--- config.mk ---
export PLATFORM = sky130hd
export DESIGN_NAME = ov7670_sccb_config
export DESIGN_NICKNAME = d
export VERILOG_FILES = /design/src/rtl/ov7670_sccb_config.sv
export SDC_FILE = /design/constraint.sdc
export NUM_CORES = 1
export LEC_CHECK = 0
export ABC_AREA = 1
export BUFFER_PORTS_ARGS = -buffer_cell sky130_fd_sc_hd__buf_4
export CAP_MARGIN = 10
export CORE_MARGIN = 2
export CORE_UTILIZATION = 40
export CTS_CLUSTER_DIAMETER = 120
export CTS_CLUSTER_SIZE = 8
export DETAILED_ROUTE_END_ITERATION = 7
export PLACE_DENSITY_LB_ADDON = 0.2
export SLEW_MARGIN = 15
export SYNTH_ARGS = -nofsm -noshare
export SYNTH_HDL_FRONTEND = slang
export SYNTH_SLANG_ARGS = --single-unit
export TNS_END_PERCENT = 20
--- constraint.sdc ---
create_clock -name clk -period 1.9 [get_ports clk]
set_clock_uncertainty 0.1 [all_clocks]
set_input_delay 0.095 -clock clk [delete_from_list [all_inputs] [get_ports clk]]
set_output_delay 0.095 -clock clk [all_outputs]
set_load 0.02 [all_outputs]
--- src/rtl/ov7670_sccb_config.sv ---
// ===========================================================================
// ov7670_sccb_config : walks a ROM register table and issues one SCCB write
// per entry to configure the OV7670 sensor.                Rev 1.0
// ===========================================================================
`default_nettype none

module ov7670_sccb_config #(
  parameter logic [7:0] DEV_ID       = 8'h42,
  parameter int         QTR_CYCLES   = 60,
  parameter int         DELAY_CYCLES = 240000
) (
  input  logic        clk,
  input  logic        reset,
  input  logic        start,
  output logic [7:0]  tbl_addr,
  input  logic [15:0] tbl_data,
  output logic        sioc,
  output logic        siod_oe,
  output logic        busy,
  output logic        done
);

  localparam int QW = (QTR_CYCLES > 1) ? $clog2(QTR_CYCLES) : 1;
  localparam int DW = (DELAY_CYCLES > 1) ? $clog2(DELAY_CYCLES) : 1;
  localparam logic [QW-1:0] Q_LAST = QW'(QTR_CYCLES - 1);
  localparam logic [DW-1:0] D_LAST = DW'(DELAY_CYCLES - 1);

  localparam logic [2:0] S_IDLE  = 3'd0;
  localparam logic [2:0] S_FETCH = 3'd1;
  localparam logic [2:0] S_START = 3'd2;
  localparam logic [2:0] S_BIT   = 3'd3;
  localparam logic [2:0] S_STOP  = 3'd4;
  localparam logic [2:0] S_GAP   = 3'd5;
  localparam logic [2:0] S_DELAY = 3'd6;
  localparam logic [2:0] S_FIN   = 3'd7;

  logic [2:0]    state_q, state_d;
  logic          fetch_q, fetch_d;
  logic [1:0]    qtr_q, qtr_d;
  logic [QW-1:0] cyc_q, cyc_d;
  logic [4:0]    bcnt_q, bcnt_d;
  logic [DW-1:0] dcnt_q, dcnt_d;
  logic [26:0]   shift_q, shift_d;
  logic [7:0]    addr_q, addr_d;
  logic          busy_q, busy_d;
  logic          done_q, done_d;
  logic          sioc_q, sioc_d;
  logic          oe_q, oe_d;
  logic          qtr_end;
  logic          advance;

  assign qtr_end = (cyc_q == Q_LAST);

  always_comb begin
    state_d = state_q;
    fetch_d = fetch_q;
    qtr_d   = qtr_q;
    cyc_d   = cyc_q;
    bcnt_d  = bcnt_q;
    dcnt_d  = dcnt_q;
    shift_d = shift_q;
    addr_d  = addr_q;
    busy_d  = busy_q;
    done_d  = done_q;
    advance = 1'b0;

    if (state_q inside {S_START, S_BIT, S_STOP, S_GAP})
      cyc_d = qtr_end ? '0 : cyc_q + 1'b1;

    case (state_q)
      S_IDLE: begin
        if (start) begin
          state_d = S_FETCH;
          fetch_d = 1'b0;
          addr_d  = 8'd0;
          busy_d  = 1'b1;
          done_d  = 1'b0;
        end
      end
      S_FETCH: begin
        // First cycle only covers the ROM read latency
        if (!fetch_q) begin
          fetch_d = 1'b1;
        end else if (tbl_data == 16'hFFFF) begin
          state_d = S_FIN;
          busy_d  = 1'b0;
          done_d  = 1'b1;
        end else if (tbl_data == 16'hFFF0) begin
          state_d = S_DELAY;
          dcnt_d  = '0;
        end else begin
          state_d = S_START;
          shift_d = {DEV_ID, 1'b1, tbl_data[15:8], 1'b1, tbl_data[7:0], 1'b1};
          qtr_d   = 2'd0;
          cyc_d   = '0;
        end
      end
      S_START: begin
        if (qtr_end) begin
          if (qtr_q == 2'd1) begin
            state_d = S_BIT;
            qtr_d   = 2'd0;
            bcnt_d  = 5'd0;
          end else begin
            qtr_d = qtr_q + 2'd1;
          end
        end
      end
      S_BIT: begin
        if (qtr_end) begin
          if (qtr_q == 2'd3) begin
            qtr_d = 2'd0;
            if (bcnt_q == 5'd26) begin
              state_d = S_STOP;
            end else begin
              bcnt_d  = bcnt_q + 5'd1;
              shift_d = {shift_q[25:0], 1'b0};
            end
          end else begin
            qtr_d = qtr_q + 2'd1;
          end
        end
      end
      S_STOP: begin
        if (qtr_end) begin
          if (qtr_q == 2'd2) begin
            state_d = S_GAP;
            qtr_d   = 2'd0;
          end else begin
            qtr_d = qtr_q + 2'd1;
          end
        end
      end
      S_GAP: begin
        if (qtr_end) begin
          if (qtr_q == 2'd3) advance = 1'b1;
          else               qtr_d   = qtr_q + 2'd1;
        end
      end
      S_DELAY: begin
        if (dcnt_q == D_LAST) advance = 1'b1;
        else                  dcnt_d  = dcnt_q + 1'b1;
      end
      S_FIN:   state_d = S_IDLE;
      default: state_d = S_IDLE;
    endcase

    // Table never wraps: the last address ends the run
    if (advance) begin
      if (addr_q == 8'hFF) begin
        state_d = S_FIN;
        busy_d  = 1'b0;
        done_d  = 1'b1;
      end else begin
        state_d = S_FETCH;
        fetch_d = 1'b0;
        addr_d  = addr_q + 8'd1;
      end
    end
  end

  // Pin levels decoded from the upcoming state so the outputs stay registered
  always_comb begin
    sioc_d = 1'b1;
    oe_d   = 1'b0;
    case (state_d)
      S_START: begin
        oe_d   = 1'b1;
        sioc_d = (qtr_d == 2'd0);
      end
      S_BIT: begin
        sioc_d = qtr_d[1];
        oe_d   = ~shift_d[26];
      end
      S_STOP: begin
        sioc_d = (qtr_d != 2'd0);
        oe_d   = (qtr_d != 2'd2);
      end
      default: ;
    endcase
  end

  always_ff @(posedge clk) begin
    if (!reset) begin
      state_q <= S_IDLE;
      fetch_q <= 1'b0;
      qtr_q   <= 2'd0;
      cyc_q   <= '0;
      bcnt_q  <= 5'd0;
      dcnt_q  <= '0;
      shift_q <= '0;
      addr_q  <= 8'd0;
      busy_q  <= 1'b0;
      done_q  <= 1'b0;
      sioc_q  <= 1'b1;
      oe_q    <= 1'b0;
    end else begin
      state_q <= state_d;
      fetch_q <= fetch_d;
      qtr_q   <= qtr_d;
      cyc_q   <= cyc_d;
      bcnt_q  <= bcnt_d;
      dcnt_q  <= dcnt_d;
      shift_q <= shift_d;
      addr_q  <= addr_d;
      busy_q  <= busy_d;
      done_q  <= done_d;
      sioc_q  <= sioc_d;
      oe_q    <= oe_d;
    end
  end

  assign tbl_addr = addr_q;
  assign sioc     = sioc_q;
  assign siod_oe  = oe_q;
  assign busy     = busy_q;
  assign done     = done_q;

endmodule

`default_nettype wire

==> results.sh <==
export IMPL_die_y_microns=105.8
export IMPL_antenna_found_initial=0
export IMPL_rows=37
export IMPL_rsz0062_at_grt="true"
export IMPL_power_frac_comb_pct=11.3
export IMPL_synth_largest_area_cell="dfxtp_1"
export IMPL_vdd_drop_max_mv=0.3177
export IMPL_p_sw_w=0.0008795
export IMPL_yosysWarnings=0
export IMPL_grt_max_degree=30
export IMPL_routed_via_count=4196
export IMPL_finalPower_w=0.003541
export IMPL_crit_path_max_incr_delay_ns=0.36
export IMPL_switching_share_pct=24.84
export IMPL_first_pass_iters=5
export IMPL_setup_violations=0
export IMPL_clock_fmax_mhz=530.2
export IMPL_end_kind="flop"
export IMPL_area_growth_pct=34.20
export IMPL_r2r_end="siod_oe$_SDFF_PN0_"
export IMPL_synth_area_sq_um=4145
export IMPL_r2r_setup_slack_ns=0.01
export IMPL_synth_edff_count=0
export IMPL_io_buffers=30
export IMPL_clock_power_share_pct=43.5
export IMPL_slew_headroom_pct=69.01
export IMPL_fin_util_pct=54.62
export IMPL_cts_max_path_buffers=2
export IMPL_ios=31
export IMPL_period_minus_slack_ns=1.886
export IMPL_dr_first_iter_drc_count=221
export IMPL_worst_ep_required_time_ns=2.08
export IMPL_path_cells="ha_4, nand3_4, nor2_4, buf_6, nand3_4, nand2_4, nand4_1, inv_1, nand2_2, nor2_4, o21ai_1, a21oi_1"
export IMPL_gr_total_overflow=0
export IMPL_start_util_pct=40.70
export IMPL_timing_critical_path_buf_inv=2
export IMPL_vias_per_cell=5.007
export IMPL_cp_top_family="simple AND/OR/NAND/NOR gates"
export IMPL_wire_per_inst_microns=12.87
export IMPL_finalHoldViolCount=0
export IMPL_cts_tree="yes"
export IMPL_cp_arrival_ns=2.07
export IMPL_cp_depth=12
export IMPL_syn_avg_cell_area_sq_um=6.920
export IMPL_leakage_nw=2.134
export IMPL_place_congestion=0.8868
export IMPL_power_density_nw_per_um2=636.5
export IMPL_slew_violations=0
export IMPL_insertedDiodeCount=0
export IMPL_status="completed"
export IMPL_slowest_stage="dfxtp_2"
export IMPL_cts_inserted_buffers=9
export IMPL_fp_dieW_microns=105.8
export IMPL_crit_fanout=5
export IMPL_drc=0
export IMPL_grt_pass1_wl_microns=17880
export IMPL_finalCritPeriodShare_pct=99.26
export IMPL_grtUsageTotal_pct=19.66
export IMPL_critPathLaunchType="flop"
export IMPL_crit_start="cyc_q[0]$_SDFF_PN0_"
export IMPL_synth_cells=599
export IMPL_yosysSeqAreaShare_pct=35.74
export IMPL_crit_type="reg -> reg"
export IMPL_synth_top_cell_area_share_pct=35.74
export IMPL_ys_types=47
export IMPL_drtAntennaViolNets=0
export IMPL_cts_root_buffer="clkbuf_8"
export IMPL_async_flop_share_pct=0
export IMPL_hp_start="start"
export IMPL_syn_nets=630
export IMPL_drv_cap=0
export IMPL_r2r_start="cyc_q[0]$_SDFF_PN0_"
export IMPL_h_tree_depth=3
export IMPL_nNetsFinal=728
export IMPL_max_slew_worst_pin_slew_ns=0.4607
export IMPL_cts_num_sinks=74
export IMPL_endpoint="siod_oe$_SDFF_PN0_"
export IMPL_seqPwrFrac_pct=45.2
export IMPL_die_area_sq_um=11190
export IMPL_synth_top_flop_cell="dfxtp_1"
export IMPL_core_area_sq_um=10180
export IMPL_hpwl_microns=7437
export IMPL_clkTransAtPathRegs_ns=0.08
export IMPL_worstSkewPairLatency_ns=0.36
export IMPL_r2r_cells=12
export IMPL_ys_ff_latch=74
export IMPL_power_internal_w=0.002661
export IMPL_drive_gt1_share_pct=27.21
export IMPL_grt_pass1_vias=4060
export IMPL_totalWireLength_microns=10780
export IMPL_hp_class="in -> reg"
export IMPL_ys_top_cells_by_area="dfxtp_1 (36%), nand2_1 (14%), nand3_1 (5.8%), inv_1 (5.8%), a21oi_1 (5.3%)"
[placed cells by master (no fill, tap or decap), types with 9 or more instances in the layout]
cell type / n
dfxtp_2: 9
nand3_1: 41
dfxtp_1: 65
a31oi_1: 9
nand4_1: 11
nor3_2: 9
nor3_1: 12
inv_2: 9
clkbuf_8: 10
a22oi_1: 12
nor2_1: 42
buf_4: 78
nand2_1: 142
inv_1: 58
o21ai_0: 16
nand2_2: 11
ha_1: 9
a21oi_1: 43
dlygate4sd3_1: 17
nor2_2: 13
[logic make-up (layout without fill, tap and decap cells)]
family	Yosys count	count (layout)	synth area share (%)
flops	74	74	35.74
mux	1	1	0.2415
compound gates	102	102	14.67
xor+xnor	8	8	1.690
buf+inv	87	190	8.844
fa+ha+maj	12	12	3.622
simple gates	315	315	35.20
[cell type report]
type	instances	area (sq um)
Timing Repair Buffer	102	873.3
Clock inverter	6	112.6
Inverter	72	285.3
Fill cell	974	4622
Multi-Input combinational cell	438	2491
Tap cell	136	170.2
Sequential cell	74	1493
Clock buffer	10	137.6
[power groups by stage]
| stage | clock network, W | logic (W) | registers, W |
|---|---|---|---|
| 2_1_floorplan | 0 | 0.000192 | 0.00164 |
| 3_3_place_gp | 0 | 0.000314 | 0.00163 |
| 3_5_place_dp | 0 | 0.000318 | 0.00163 |
| 4_1_cts | 0.00157 | 0.000350 | 0.00160 |
| 5_1_grt | 0.00163 | 0.000437 | 0.00161 |
| 6_report | 0.00154 | 0.000399 | 0.00160 |
[repair_timing]
| item | 4_1_cts | 5_1_grt |
|---|---|---|
| setup buffers | 5 | 9 |
| pin swaps | 5 | 21 |
| endpoints found under the setup margin | 4 | 55 |
| hold buffers | 17 | 0 |
| cloned | 1 | 2 |
| resized for setup | 14 | 59 |
| hold endpoints to repair | 25 | 0 |
[layer usage]
layer	vias to the layer above	part of all wire [%]	track usage [%]
met5	-	0	0
met4	0	2.9	8.647
met3	19	3.3	3.834
met2	98	48	33.50
met1	1902	46	24.02
li1	2177	-	-
[Yosys cell counts, types with 2 or more instances]
cell type  instances
a211oi_1           4
a211oi_2           3
a21oi_1           44
a21oi_2            3
a22oi_1           12
a31oi_1            9
buf_2              5
buf_4              2
buf_6              3
clkbuf_1           5
dfxtp_1           74
ha_1              12
inv_1             64
inv_2              5
nand2_1          151
nand2_2            3
nand3_1           48
nand3_2            4
nand4_1           11
nor2_1            57
nor2_2             3
nor2_4             3
nor3_1            15
nor3_2             6
nor3b_1            4
nor4_1             2
o21ai_0           17
o21ai_1            5
xor2_1             7
[registers in the layout, summed over array words and instances (netlist names)]
register  count
siod_oe       1
state_q       3
done          1
dcnt_q       18
shift_q      27
bcnt_q        5
sioc          1
qtr_q         2
cyc_q         6
tbl_addr      8
fetch_q       1
busy          1
[worst min-delay path by stage]
stage / end / depth (start not counted)
after detailed placement: shift_q[8]$_SDFFE_PN0P_ / 3
after floorplan: shift_q[1]$_SDFFE_PN0P_ / 2
final: tbl_addr[1]$_SDFF_PN0_ / 5
after global routing: tbl_addr[1]$_SDFF_PN0_ / 5
after CTS: tbl_addr[1]$_SDFF_PN0_ / 5
after global placement: shift_q[5]$_SDFFE_PN0P_ / 3
[tightest hold or removal path: cells and delay by family]
| family | cells | cell delay (ns) |
|---|---|---|
| buffers and inverters | 2 | 0.31 |
| and+or+nand+nor | 2 | 0.21 |
| AOI/OAI and AO/OA | 1 | 0.06 |
[through the flow]
stage / TNS [ns] / hold WS (ns) / setup WS, ns / area, sq um / instances
floorplan: 0 / 0.1612 / 0.05450 / 4151 / 599
global placement: -0.03956 / 0.2794 / -0.03956 / 4765 / 788
detailed placement: -0.2211 / 0.2928 / -0.1331 / 4765 / 788
CTS: 0 / 0.2496 / 0.0002194 / 5281 / 827
global route: -1.380 / 0.3041 / -0.1205 / 5563 / 838
finish: 0 / 0.2652 / 0.01408 / 5563 / 838
No activity file was read; power rests on OpenSTA's default activity.
